==> config.mk <==
export PLATFORM = sky130hd
export DESIGN_NAME = issue_scheduler
export DESIGN_NICKNAME = d
export VERILOG_FILES = /design/src/rtl/issue_scheduler.sv
export SDC_FILE = /design/constraint.sdc
export NUM_CORES = 1
export LEC_CHECK = 0
export CAP_MARGIN = 20
export CORE_MARGIN = 5
export CORE_UTILIZATION = 55
export CTS_BUF_LIST = sky130_fd_sc_hd__clkbuf_16
export DETAILED_ROUTE_END_ITERATION = 10
export HOLD_SLACK_MARGIN = 0.05
export PLACE_DENSITY = 0.79
export SLEW_MARGIN = 40
export SYNTH_ARGS = -nofsm -noshare
export SYNTH_HDL_FRONTEND = slang
export SYNTH_SLANG_ARGS = --single-unit
==> constraint.sdc <==
create_clock -name clk -period 2.95 [get_ports clk]
set_clock_uncertainty 0.2 [all_clocks]
set_input_delay 0.59 -clock clk [delete_from_list [all_inputs] [get_ports clk]]
set_output_delay 0.59 -clock clk [all_outputs]
set_load 0.03 [all_outputs]
==> src/rtl/issue_scheduler.sv <==
`default_nettype none
// ============================================================================
//  Module      : issue_scheduler
//  Description : Front-end sequencer for the entropy-encoder pipeline.
//                Buffers symbol bundles in a small FIFO, issues them into
//                stage 1 at a throttled rate, tracks per-stage occupancy,
//                raises carry_ctrl once the pipe is primed, and at end of
//                frame drains the pipe and runs the flush handshake with
//                the final bit-packer.
//  Revision    : 1.0 - initial release
// ============================================================================
module issue_scheduler #(
    parameter int DATA_W     = 32,
    parameter int FIFO_DEPTH = 4,
    parameter int ISSUE_GAP  = 1,
    parameter int PIPE_DEPTH = 3
) (
    input  logic                  clk,
    input  logic                  reset_ctrl,
    input  logic                  enable,
    input  logic                  s_valid,
    output logic                  s_ready,
    input  logic [DATA_W-1:0]     s_data,
    input  logic                  s_last,
    output logic                  issue_valid,
    output logic [DATA_W-1:0]     issue_data,
    output logic                  issue_last,
    output logic [PIPE_DEPTH-1:0] stage_valid,
    output logic                  carry_ctrl,
    output logic                  flush_req,
    input  logic                  flush_ack,
    output logic                  frame_done,
    output logic                  busy
);

    localparam int c_ADDR_W = (FIFO_DEPTH > 1) ? $clog2(FIFO_DEPTH) : 1;
    localparam int c_GAP_W  = (ISSUE_GAP > 0) ? $clog2(ISSUE_GAP + 1) : 1;

    localparam logic [c_GAP_W-1:0]  c_GAP_LOAD  = c_GAP_W'(ISSUE_GAP);
    localparam logic [c_GAP_W-1:0]  c_GAP_ONE   = c_GAP_W'(1);
    localparam logic [c_ADDR_W-1:0] c_PTR_ONE   = c_ADDR_W'(1);
    localparam logic [c_ADDR_W:0]   c_CNT_ONE   = (c_ADDR_W + 1)'(1);
    localparam logic [c_ADDR_W:0]   c_CNT_FULL  = (c_ADDR_W + 1)'(FIFO_DEPTH);

    typedef enum logic [1:0] {
        ST_RUN   = 2'd0,
        ST_DRAIN = 2'd1,
        ST_FLUSH = 2'd2
    } state_t;

    state_t r_state;
    state_t w_state_next;

    // FIFO storage: each entry is {last, data}
    logic [DATA_W:0]         r_mem [FIFO_DEPTH];
    logic [c_ADDR_W-1:0]     r_wr_ptr;
    logic [c_ADDR_W-1:0]     r_rd_ptr;
    logic [c_ADDR_W:0]       r_count;
    logic [c_GAP_W-1:0]      r_gap_cnt;

    logic                    w_fifo_empty;
    logic                    w_fifo_full;
    logic                    w_push;
    logic                    w_issue_fire;
    logic [DATA_W:0]         w_head;
    logic                    w_ack_take;
    logic [PIPE_DEPTH-1:0]   w_stage_next;

    assign w_fifo_empty = (r_count == '0);
    assign w_fifo_full  = (r_count == c_CNT_FULL);
    assign w_push       = s_valid && !w_fifo_full;
    assign w_head       = r_mem[r_rd_ptr];

    // An issue needs RUN, permission, a queued bundle and an expired gap timer
    assign w_issue_fire = (r_state == ST_RUN) && enable && !w_fifo_empty
                          && (r_gap_cnt == '0);

    assign s_ready     = !w_fifo_full;
    assign issue_valid = stage_valid[0];
    assign busy        = (r_state != ST_RUN) || !w_fifo_empty || (|stage_valid);

    // FIFO data array; contents need no reset since pointers define validity
    always_ff @(posedge clk) begin
        if (w_push) begin
            r_mem[r_wr_ptr] <= {s_last, s_data};
        end
    end

    // FIFO pointers and occupancy count; depth is a power of two so pointers wrap naturally
    always_ff @(posedge clk) begin
        if (reset_ctrl) begin
            r_wr_ptr <= '0;
            r_rd_ptr <= '0;
            r_count  <= '0;
        end else begin
            if (w_push) begin
                r_wr_ptr <= r_wr_ptr + c_PTR_ONE;
            end
            if (w_issue_fire) begin
                r_rd_ptr <= r_rd_ptr + c_PTR_ONE;
            end
            case ({w_push, w_issue_fire})
                2'b10:   r_count <= r_count + c_CNT_ONE;
                2'b01:   r_count <= r_count - c_CNT_ONE;
                default: r_count <= r_count;
            endcase
        end
    end

    // Issue throttle: reload on issue, count down every cycle, cleared on frame completion
    always_ff @(posedge clk) begin
        if (reset_ctrl) begin
            r_gap_cnt <= '0;
        end else if (w_ack_take) begin
            r_gap_cnt <= '0;
        end else if (w_issue_fire) begin
            r_gap_cnt <= c_GAP_LOAD;
        end else if (r_gap_cnt != '0) begin
            r_gap_cnt <= r_gap_cnt - c_GAP_ONE;
        end
    end

    // Registered issue payload, loaded only when a bundle leaves the FIFO
    always_ff @(posedge clk) begin
        if (reset_ctrl) begin
            issue_data <= '0;
            issue_last <= 1'b0;
        end else if (w_issue_fire) begin
            issue_data <= w_head[DATA_W-1:0];
            issue_last <= w_head[DATA_W];
        end
    end

    // Next occupancy vector: stage 0 takes the issue, the rest shift unconditionally
    always_comb begin
        w_stage_next    = '0;
        w_stage_next[0] = w_issue_fire;
        for (int i = 1; i < PIPE_DEPTH; i++) begin
            w_stage_next[i] = stage_valid[i-1];
        end
    end

    // Occupancy shift register
    always_ff @(posedge clk) begin
        if (reset_ctrl) begin
            stage_valid <= '0;
        end else begin
            stage_valid <= w_stage_next;
        end
    end

    // carry_ctrl latches when the last stage first fills and holds until the frame completes
    always_ff @(posedge clk) begin
        if (reset_ctrl) begin
            carry_ctrl <= 1'b0;
        end else if (w_ack_take) begin
            carry_ctrl <= 1'b0;
        end else if (w_stage_next[PIPE_DEPTH-1]) begin
            carry_ctrl <= 1'b1;
        end
    end

    // FSM state register
    always_ff @(posedge clk) begin
        if (reset_ctrl) begin
            r_state <= ST_RUN;
        end else begin
            r_state <= w_state_next;
        end
    end

    // FSM next-state: stop issuing after a last bundle, wait for an empty pipe, then handshake
    always_comb begin
        w_state_next = r_state;
        w_ack_take   = 1'b0;
        case (r_state)
            ST_RUN: begin
                if (w_issue_fire && w_head[DATA_W]) begin
                    w_state_next = ST_DRAIN;
                end
            end
            ST_DRAIN: begin
                if (stage_valid == '0) begin
                    w_state_next = ST_FLUSH;
                end
            end
            ST_FLUSH: begin
                // An ack only counts while the request is actually up
                if (flush_req && flush_ack) begin
                    w_state_next = ST_RUN;
                    w_ack_take   = 1'b1;
                end
            end
            default: begin
                w_state_next = ST_RUN;
            end
        endcase
    end

    // Flush request tracks FLUSH occupancy; frame_done pulses on the accepted ack
    always_ff @(posedge clk) begin
        if (reset_ctrl) begin
            flush_req  <= 1'b0;
            frame_done <= 1'b0;
        end else begin
            flush_req  <= (w_state_next == ST_FLUSH);
            frame_done <= w_ack_take;
        end
    end

endmodule
`default_nettype wire

Word-level counts from Yosys, hierarchy flattened. Memory sizes are Yosys's and may differ from the RTL's. A register that Yosys moved wholly into a read port is not among the register bits. Cells that the tools add are included.

$add $sub $neg: 5. Mux-type cells: 13. Reductions and logical operators: 17. Equality and inequality tests: 6. Bitwise operators: 1.

Operators with widths (number): 2-bit 2-to-1 mux (5); 2-bit equality test (second input constant) (3); 1-bit logical AND (6); 3-bit zero test (2); 1-bit 2-to-1 mux (6); 2-bit one-hot mux with 3 select lines (1); 3-bit one-hot mux with 2 select lines (1); 2-bit by 1-bit adder with 2-bit output (second input constant) (2); 2-bit by 1-bit equality test with 1-bit output (second input constant) (2); 2-bit nonzero test (2); 3-bit by 1-bit adder with 3-bit output (second input constant) (1); 3-bit equality test (second input constant) (1); 3-bit OR reduction (1); 3-bit by 1-bit subtractor with 3-bit output (second input constant) (1); 1-bit zero test (2); 2-bit zero test (1); 1-bit logical OR (2); 2-bit OR reduction (1); 1-bit NOT (1); 1-bit subtractor (second input constant) (1).

Bits in writable memories: 132. Output and inout bits: 42. Memories kept: 1. Input bits: 38. Register bits after elaboration: 49.

Memory list: r_mem (depth 4, width 33, read ports 1, clocked after memory_dff 1, wr ports 1, line 55) `logic [DATA_W:0] r_mem [FIFO_DEPTH];`.

Longest topological paths before layout. Gate-level depths: netlist (run 1).

Depth after elaboration: 8. Mapped depth: 9. Gate-level depth less buffers: 8.

Least setup slack after synthesis (run 1). No wires, ideal clock.

Path kind: input-to-reg. From: in enable. To: reg r_count[2]. Slack: 0.226 ns. Library setup time: 0.070 ns. Required time: 2.680 ns. Arrival: 2.453 ns. Cell stages on the path: 9. Path through: or4b_4 -> buf_6 -> nor2_1 -> ha_1 -> inv_1 -> fa_1 -> xor2_1 -> or3_1 -> a21oi_1.

Longest elaborated chain between the ends: 5.

RTL lines: start, declared (line 20) `input logic enable,`; 1-bit logical AND * (2 in series) (line 75) `assign w_issue_fire = (r_state == ST_RUN) && enable && !w_fifo_empty`; 1-bit logical AND * (line 76) `&& (r_gap_cnt == '0);`; net w_issue_fire (line 64) `logic w_issue_fire;`; 2-bit by 1-bit equality test with 1-bit output or 2-bit equality test (tied branches) (line 102) `case ({w_push, w_issue_fire})`; 3-bit one-hot mux with 2 select lines or 2-bit nonzero test (tied branches); end signal, assigned (line 103) `2'b10: r_count <= r_count + c_CNT_ONE;`; end signal, assigned (line 104) `2'b01: r_count <= r_count - c_CNT_ONE;`; end signal, assigned (line 105) `default: r_count <= r_count;`; end, declared (line 58) `logic [c_ADDR_W:0] r_count;`.

The timed path passes the listed nets; every way through them passes the cells marked *. A chain may end at the register's enable or synchronous reset.

Worst setup path in the final report (run 1).
From: reg r_count[2]. To: out s_ready.

Longest elaborated chain between the ends: 2.

RTL lines: 3-bit equality test (line 70) `assign w_fifo_full = (r_count == c_CNT_FULL);`; 1-bit zero test (line 78) `assign s_ready = !w_fifo_full;`; end, declared (line 22) `output logic s_ready,`.

No other way between the ends.

==> reports/metrics.cfg, run 1 <==
[outcome]
status=completed

[yosys]
ys_seq_area_share_pct=73.6
synth_area_leader_cell=edfxtp_1
netlist-cell-type-count=29
synth-seq-cells=183
synthArstFlopShare_pct=0
syn-num-nets=454
syn_area_per_cell_sq_um=16.5
synth-edff-count=132
yosys-top-cells-area=edfxtp_1, dfxtp_1, mux4_2
synth_top_area_share_pct=58.5
syn_inst=410
ys.flop_type=edfxtp_1
netlist_area_sq_um=6780
yosys_warnings=0

[critical_path]
worstPathRequired_ns=2.16
arrival_ns=2.05
cp_max_fo=10
cp-end-kind=output pin
startpoint_type=register
crit_type=reg2out

[timing]
rsz0062_at_grt=no
fmax_ghz=0.352
timing.slew.headroom_pct=57.9
layout_min_cycle_time_ns=2.84
fin_crit_sh_pct=96.4
holdWs_ns=0.278
drv_slew=0
timing.final.hold_violations=0
setup_viol=0
fin_ws_ns=0.108
worstMarginPinSlew_ns=0.631

[clock_network]
numCtsBuffers=17
hold_buffers=0
cts_tree=yes
cts-root-buf=clkbuf_16
cts_num_sinks=183
cts_setup_buffers=0
cts_resized=0
h-tree-depth=4
clk_pin_slew_ns=0.07
clock_path_buffers=2
clk_latency_ns=0.42

[global_route]
grt_remaining_overflow=0
grtUsageMet3_pct=4.48
grt_pass1_vias=4083
grt-busiest-layer=met2
antenna_found_initial=0
met1_usage_pct=26.4
use_met2_pct=33.7
grt_max_degree=38
track_usage_pct=20.1
grt_pass1_wl_microns=22000

[detailed_routing]
vias=3944
drc_errors=0
drt_first_pass_iters=6
drtAntennaViolNets=0
routed_wl_microns=14100
wl_per_cell_microns=20.9
drtIter0Drc=389
viasPerCell=5.84

[finish]
area_growth_pct=25.3
fin_nets=538
drive_gt1_share_pct=18.7
layout_common_cells=edfxtp_1, clkdlybuf4s50_1, dfxtp_1
final_cell_area_sq_um=8490
finalNonFillerCells=675
final_util_pct=70.4
antennaDiodeCount=0
fillers=742
mostFrequentLayoutCell=edfxtp_1

[placement]
place_inst=643
place_ws_ns=-0.255
gp_congestion=0.720
placed_area_sq_um=7870
dp_hpwl_microns=8490
numPortBuffers=79

[flow_run]
maxCapViolCount=0

[floorplan]
ioPinCount=80
die_h_microns=121
std_cell_rows=40
dieArea_sq_um=14600
core_area_sq_um=12100
initial_utilization_pct=56.2
die_width_microns=121

[pwr]
power.density_nw_per_um2=918
ir_drop_uv=420
p_leak_nw=2.75

[min_path]
hold_class=reg2reg

## worst max-delay path, cell delays in order (launching register included)
cell	delay, ns
dfxtp_1	0.40
or3b_2	0.58
clkdlybuf4s50_1	0.65
## power by group
group / switching [mW] / internal (mW) / leakage, nW
registers: 0.215 / 3.09 / 1.63
clock network: 0.937 / 1.39 / 0.295
logic: 1.26 / 0.907 / 0.831
total: 2.41 / 5.38 / 2.75
## per-layer routing
metal / vias up / share of wire (%)
li1: 1762 / -
met1: 2038 / 41
met2: 131 / 52
met3: 13 / 6.2
met4: 0 / 1.0
met5: - / 0
## layout make-up
cell class | instances | area, sq um | share of cell area [%]
multi-input combinational | 189 | 1650 | 19.4
clock inverter | 14 | 173 | 2.03
clock buffer | 18 | 450 | 5.31
tap | 168 | 210 | 2.48
timing repair buffer | 97 | 996 | 11.7
sequential | 183 | 4990 | 58.7
inverter | 6 | 22.5 | 0.265
## worst paths after layout
kind | slack (ns) | endpoint | start | cells past startpoint
setup / recovery | 0.11 | s_ready | r_count[2]$_SDFFE_PP0P_ | 2
hold / removal | 0.28 | issue_data[4]$_SDFFE_PP0P_ | issue_data[4]$_SDFFE_PP0P_ | 2
setup reg to reg | 0.35 | r_count[2]$_SDFFE_PP0P_ | r_count[2]$_SDFFE_PP0P_ | 8
hold reg to reg | 0.28 | issue_data[4]$_SDFFE_PP0P_ | issue_data[4]$_SDFFE_PP0P_ | 2
## stage by stage
stage / power [mW] / TNS, ns
finish: 7.79 / 0
global route: 8.11 / 0
CTS: 7.83 / 0
detailed placement: 5.50 / -0.269
global placement: 5.43 / -0.180
floorplan: 4.64 / 0
## flip-flops by register name, summed over array words and instances, names as in the netlist, named ones only
| signal | flops |
|---|---|
| issue_last | 1 |
| flush_req | 1 |
| r_state | 2 |
| r_rd_ptr | 2 |
| carry_ctrl | 1 |
| stage_valid | 3 |
| frame_done | 1 |
| r_wr_ptr | 2 |
| r_count | 3 |
| issue_data | 32 |
| r_mem | 132 |
| r_gap_cnt | 1 |
## synth_stat cells, types with 3 or more instances
cell type / instances
edfxtp_1: 132
dfxtp_1: 51
a21oi_1: 42
nand3_1: 36
o21ai_0: 35
mux4_2: 33
clkbuf_1: 24
nor2_1: 7
inv_1: 6
ha_1: 5
and3_1: 4
buf_2: 4
nor3_1: 4
nand2_1: 3
nor2b_1: 3
or3_1: 3
## kinds of logic after synthesis
family                   count (synthesis)  synth area share [%]
flip-flops                             183                  73.6
adder cells (fa/ha/maj)                  6                  1.22
multiplexers                            33                  11.0
AO/OA/AOI/OAI                           82                  6.30
AND/OR/NAND/NOR                         66                  5.34
XOR/XNOR                                 2                 0.259
buffers and inverters                   38                  2.35
(Power assumes the default switching activity.)
==> run 2: changes to the inputs <==
--- a/config.mk
+++ b/config.mk
@@ -12,7 +12,6 @@
 export DETAILED_ROUTE_END_ITERATION = 10
 export HOLD_SLACK_MARGIN = 0.05
 export PLACE_DENSITY = 0.79
-export SLEW_MARGIN = 40
 export SYNTH_ARGS = -nofsm -noshare
 export SYNTH_HDL_FRONTEND = slang
 export SYNTH_SLANG_ARGS = --single-unit
==> results of run 2 <==
Same layout as run 1: the final DEF is identical, and so are final timing and power.
